--- config.mk ---
export PLATFORM = sky130hd
export DESIGN_NAME = cordic_sincos
export DESIGN_NICKNAME = d
export VERILOG_FILES = /design/src/rtl/cordic_pkg.sv /design/src/rtl/cordic_stage.sv /design/src/rtl/cordic_sincos.sv
export SDC_FILE = /design/constraint.sdc
export NUM_CORES = 1
export LEC_CHECK = 0
export CORE_UTILIZATION = 50
export CTS_CLUSTER_DIAMETER = 150
export CTS_CLUSTER_SIZE = 28
export DETAILED_ROUTE_END_ITERATION = 6
export GPL_TIMING_DRIVEN = 0
export PLACE_DENSITY = 0.67
export SKIP_CTS_REPAIR_TIMING = 1
export SLEW_MARGIN = 40
export SYNTH_ARGS = -nofsm -noshare
export SYNTH_HDL_FRONTEND = slang
export SYNTH_SLANG_ARGS = --single-unit
--- constraint.sdc ---
create_clock -name clk -period 6 [get_ports clk]
set_clock_uncertainty 0.05 [all_clocks]
set_input_delay 0.6 -clock clk [delete_from_list [all_inputs] [get_ports clk]]
set_output_delay 0.6 -clock clk [all_outputs]
set_load 0.01 [all_outputs]
--- src/rtl/cordic_pkg.sv ---
// rtl/cordic_pkg.sv - shared CORDIC constants, arctangent table, FSM state and output rounding helper
package cordic_pkg;

    typedef enum logic [1:0] {
        IDLE = 2'd0,
        ROT  = 2'd1,
        DONE = 2'd2
    } state_e;

    // x/y carry Q2.18 (two guard LSBs); z is Q2.16 with one extra headroom bit
    localparam logic signed [19:0] K_GAIN   = 20'sh26DD3;
    localparam logic signed [18:0] PI       = 19'sh3243F;
    localparam logic signed [18:0] PI_2     = 19'sh1921F;
    localparam logic signed [18:0] NEG_PI_2 = -19'sh1921F;
    localparam logic signed [19:0] SAT_POS  = 20'sh10000;
    localparam logic signed [19:0] SAT_NEG  = -20'sh10000;

    function automatic logic signed [18:0] atan_lut(input logic [3:0] idx);
        logic signed [18:0] a;
        case (idx)
            4'd0:    a = 19'sd51472;
            4'd1:    a = 19'sd30386;
            4'd2:    a = 19'sd16055;
            4'd3:    a = 19'sd8150;
            4'd4:    a = 19'sd4091;
            4'd5:    a = 19'sd2047;
            4'd6:    a = 19'sd1024;
            4'd7:    a = 19'sd512;
            4'd8:    a = 19'sd256;
            4'd9:    a = 19'sd128;
            4'd10:   a = 19'sd64;
            4'd11:   a = 19'sd32;
            4'd12:   a = 19'sd16;
            4'd13:   a = 19'sd8;
            4'd14:   a = 19'sd4;
            default: a = 19'sd2;
        endcase
        return a;
    endfunction

    // Drop the guard bits with round-to-nearest, clamp to +/-1.0, then undo the fold
    function automatic logic signed [17:0] round_sat(input logic signed [19:0] v, input logic neg);
        logic signed [19:0] r;
        r = (v + 20'sd2) >>> 2;
        if (r > SAT_POS) begin
            r = SAT_POS;
        end else if (r < SAT_NEG) begin
            r = SAT_NEG;
        end
        if (neg) begin
            r = -r;
        end
        return r[17:0];
    endfunction

endpackage

--- src/rtl/cordic_stage.sv ---
// rtl/cordic_stage.sv - one combinational CORDIC rotation step
module cordic_stage
    import cordic_pkg::*;
(
    input  logic signed [19:0] x_i,
    input  logic signed [19:0] y_i,
    input  logic signed [18:0] z_i,
    input  logic        [3:0]  i_i,
    output logic signed [19:0] x_o,
    output logic signed [19:0] y_o,
    output logic signed [18:0] z_o
);

    logic signed [19:0] x_sh;
    logic signed [19:0] y_sh;
    logic signed [18:0] atan_i;

    always_comb begin
        x_sh   = x_i >>> i_i;
        y_sh   = y_i >>> i_i;
        atan_i = atan_lut(i_i);
        if (!z_i[18]) begin
            x_o = x_i - y_sh;
            y_o = y_i + x_sh;
            z_o = z_i - atan_i;
        end else begin
            x_o = x_i + y_sh;
            y_o = y_i - x_sh;
            z_o = z_i + atan_i;
        end
    end

endmodule

--- src/rtl/cordic_sincos.sv ---
// rtl/cordic_sincos.sv - iterative CORDIC sine/cosine with valid/ready handshakes
module cordic_sincos
    import cordic_pkg::*;
#(
    parameter int ITER = 16
) (
    input  logic        clk,
    input  logic        rst,
    input  logic        in_valid,
    output logic        in_ready,
    input  logic [17:0] angle_in,
    output logic        out_valid,
    input  logic        out_ready,
    output logic [17:0] cos_out,
    output logic [17:0] sin_out
);

    localparam logic [4:0] ITER_L = 5'(ITER);

    state_e             state_q, state_d;
    logic signed [19:0] x_q, x_d, y_q, y_d;
    logic signed [18:0] z_q, z_d;
    logic        [4:0]  i_q, i_d;
    logic               neg_q, neg_d;
    logic signed [17:0] cos_q, cos_d, sin_q, sin_d;

    logic signed [19:0] x_nx, y_nx;
    logic signed [18:0] z_nx;
    logic signed [18:0] ang;

    cordic_stage u_stage (
        .x_i (x_q),
        .y_i (y_q),
        .z_i (z_q),
        .i_i (i_q[3:0]),
        .x_o (x_nx),
        .y_o (y_nx),
        .z_o (z_nx)
    );

    assign ang       = {angle_in[17], angle_in};
    assign in_ready  = (state_q == IDLE);
    assign out_valid = (state_q == DONE);
    assign cos_out   = cos_q;
    assign sin_out   = sin_q;

    always_comb begin
        state_d = state_q;
        x_d     = x_q;
        y_d     = y_q;
        z_d     = z_q;
        i_d     = i_q;
        neg_d   = neg_q;
        cos_d   = cos_q;
        sin_d   = sin_q;
        case (state_q)
            IDLE: begin
                if (in_valid) begin
                    // Fold into [-pi/2, pi/2] where CORDIC converges; sin/cos flip sign
                    if (ang > PI_2) begin
                        z_d   = ang - PI;
                        neg_d = 1'b1;
                    end else if (ang < NEG_PI_2) begin
                        z_d   = ang + PI;
                        neg_d = 1'b1;
                    end else begin
                        z_d   = ang;
                        neg_d = 1'b0;
                    end
                    x_d     = K_GAIN;
                    y_d     = '0;
                    i_d     = '0;
                    state_d = ROT;
                end
            end
            ROT: begin
                if (i_q == ITER_L) begin
                    cos_d   = round_sat(x_q, neg_q);
                    sin_d   = round_sat(y_q, neg_q);
                    state_d = DONE;
                end else begin
                    x_d = x_nx;
                    y_d = y_nx;
                    z_d = z_nx;
                    i_d = i_q + 5'd1;
                end
            end
            DONE: begin
                if (out_ready) begin
                    state_d = IDLE;
                end
            end
            default: state_d = IDLE;
        endcase
    end

    always_ff @(posedge clk) begin
        if (rst) begin
            state_q <= IDLE;
            x_q     <= '0;
            y_q     <= '0;
            z_q     <= '0;
            i_q     <= '0;
            neg_q   <= 1'b0;
            cos_q   <= '0;
            sin_q   <= '0;
        end else begin
            state_q <= state_d;
            x_q     <= x_d;
            y_q     <= y_d;
            z_q     <= z_d;
            i_q     <= i_d;
            neg_q   <= neg_d;
            cos_q   <= cos_d;
            sin_q   <= sin_d;
        end
    end

endmodule

==> impl_metrics.ini <==
[sta]
grt_setup_unrepaired = false
period_needed_ps = 5730
layout_worst_path_cycle_share_pct = 95.5
report.final.setup_viol = 0
max_slew_margin_pct = 39.8
setup_tns_ps = 0
achievable-frequency_ghz = 0.175
timing_max_transition_violations_final = 0
worst-slew-pin-transition_ps = 903
timing_hold_violations_final = 0

[clock_network]
tritoncts = done
clkSinkCount = 119
worst_skew_pair.late_latency_ps = 430
worst_setup_hold_path_clk_slew_ps = 60
cts_max_level = 4
cts_buffer_depth = 2
tritoncts.num_buffers = 17
clock_tree.root_cell = clkbuf_16

[logic_synthesis]
ys_warns = 0
number_of_flops_mapped_to_enable_cells_by_yosys = 0
total_of_flip_flops_plus_latches_after_synthesis = 119
post-synth-top-area-cell = dfxtp_1
postSynth.asyncResetShare_pct = 0
netlist_top_cells_area = dfxtp_1 (19%), ha_1 (7.6%), xnor2_1 (6.6%)
postSynthNetCount = 1721
synthFlopType = dfxtp_1
synthesis.instances = 1620
syn-mean-instance-area_um2 = 7.72
distinct_cell_type_count_after_synthesis = 88
synthMostInstantiatedCell = nor2_1
post_synth_most_frequent_cells = nor2_1 (179), a21oi_1 (141), nand2_1 (139)
synth.cell_area_mm2 = 0.0125
synth_seq_area_share_pct = 19.0
synthDominantCellAreaShare_pct = 19.0

[cells_and_area]
num-nets-final = 1796
insertedDiodeCount = 0
area_growth_from_synthesis_to_layout_pct = 13.3
final_standard_cell_area_without_fillers_mm2 = 0.0142
post_route_cells_drive_above_1_share_pct = 8.84

[drt]
routedWlPerCell_um = 21.0
route.detailed.vias_per_inst = 6.26
route.vias.total = 12700
drt_iter0_drc = 1265
totalWireLength_um = 42700
antenna_violating_nets_post_route = 0
drtPass1Iterations = 5
drc = 0

[grt]
groute.layer.met2.usage_pct = 51.0
number_of_global_route_vias_before_repair = 11800
grt.met1_usage_pct = 46.4
globalRoute.totalOverflow = 0
global_route_wire_length_before_repair_um = 66800
grt_met3_use_pct = 6.08
grt_start_max_net_pins = 17
globalRouteTotalUtil_pct = 33.5
antenna_found_initial = 0
gr-max-usage-layer = met2

[worst_setup_path]
startpoint_type = flop
data_required_time_at_the_worst_endpoint_ps = 6270
critPathCaptureType = flop
reg2reg_launch_point = i_q[0]
reg2regPathDepth = 20
r2r_end = x_q[12]
ff2ff_setup_slack_ps = 270
crit_fanout = 10
critical_path_class = flop to flop
cp_data_arrival_time_ps = 6000

[worst_hold_path]
hold_path_startpoint = cos_out[15]
hold_path.class = flop to flop
min_delay_path_depth = 2
worstHoldEndpoint = cos_out[15]

[die]
die_span_in_x_um = 160
ioPinCount = 60
design.core.area_mm2 = 0.0245
die-area_mm2 = 0.0257
dieHeight_um = 160
placement_rows = 57
start_util_pct = 51.1

[placement]
gp_congestion = 1.03
post-dp-hpwl_um = 32500
placed_area_mm2 = 0.0135
io_buffer_count = 56

[flow_run]
cap_violations = 0

[power]
power_per_cell_area_mw_per_mm2 = 419
vdd.ir_drop.worst_mv = 0.401
leakage_nw = 5.42

[outcome]
result_of_the_run = finished clean
==> through the flow <==
step           worst slack [ps]  power, mW  instances  hold WS (ps)  util, %
2_1_floorplan               914       3.84       1620           386        -
3_3_place_gp                145       4.57       2000           389     55.1
3_5_place_dp               76.7       4.62       2000           396     55.1
4_1_cts                    29.2       5.84       2032           402     57.9
5_1_grt                    32.7       6.34       2032           425     58.0
6_report                    272       5.94       2032           399     58.0
==> kinds of logic (layout without fill, tap and decap cells) <==
group	after synthesis	count (layout)	share of synthesized area, %
simple gates	598	598	23.4
compound gates	418	418	21.3
xor+xnor	169	169	11.8
buf+inv	161	249	5.66
flops	119	119	19.0
fa+ha+maj	79	79	8.08
mux	76	76	10.6
==> registers in the layout, indices dropped and copies added, names as in the netlist <==
| name | count |
|---|---|
| z_q | 19 |
| x_q | 20 |
| state_q | 2 |
| cos_out | 18 |
| y_q | 20 |
| u_stage.atan_i | 16 |
| neg_q | 1 |
| sin_out | 18 |
| i_q | 5 |
==> worst max path at each step <==
stage	start	cells past startpoint	slack, ps	end
after floorplan	i_q[0]	20	910	x_q[12]
after global routing	i_q[0]	21	30	x_q[18]
final	i_q[0]	20	270	x_q[12]
after detailed placement	i_q[1]	22	80	x_q[18]
after CTS	i_q[1]	22	30	x_q[18]
after global placement	i_q[1]	22	140	x_q[18]
==> metal layers <==
metal  share of wire (%)  vias up
met5                   0        -
met4                 3.6        0
met2                  43      593
met1                  44     6014
met3                 9.2       89
li1                    -     6034
==> cells in the final DEF, fill, tap and decap left out, drive strengths merged, types with 18 or more instances in the layout <==
master and count:
xnor2 94, inv 45, nand2 139, o21ai 75, mux2i 19, a31oi 24
clkdlybuf4s50 56, nor3 70, xor2 75, ha 76, nand3 54, dfxtp 119
nor2b 19, nand4 18, and2 19, nor2 179, buf 33, a21oi 144
a211oi 33, mux4 41, nand2b 22, and3 18, clkbuf 104
==> power breakdown <==
group	leakage, nW	switching [mW]	total, mW	internal (mW)
clock network	0.317	0.436	1.20	0.765
logic	4.13	2.16	3.72	1.57
registers	0.972	0.124	1.02	0.891
==> final cells by class <==
class	instances	area, um2
fillers	2308	10300
multi-input cells	1340	9450
flip-flops and latches	119	2380
repair buffers	57	568
plain buffers	117	544
clock buffers	19	453
well taps	324	405
clock inverters	13	216
inverters	43	161
==> worst max-delay path, cell delays in order (launching register included) <==
cell	delay (ps)
dfxtp_1	390
buf_6	210
buf_12	160
buf_8	170
buf_6	200
mux4_2	530
mux4_1	630
inv_1	100
ha_1	220
mux2_2	290
fa_1	440
a21o_1	170
a21oi_1	220
o21ai_0	210
a31o_2	310
and2_1	200
or3_1	340
a31o_2	240
a21oi_1	180
nor4_1	70
a211o_1	290
(Power assumes the default switching activity.)
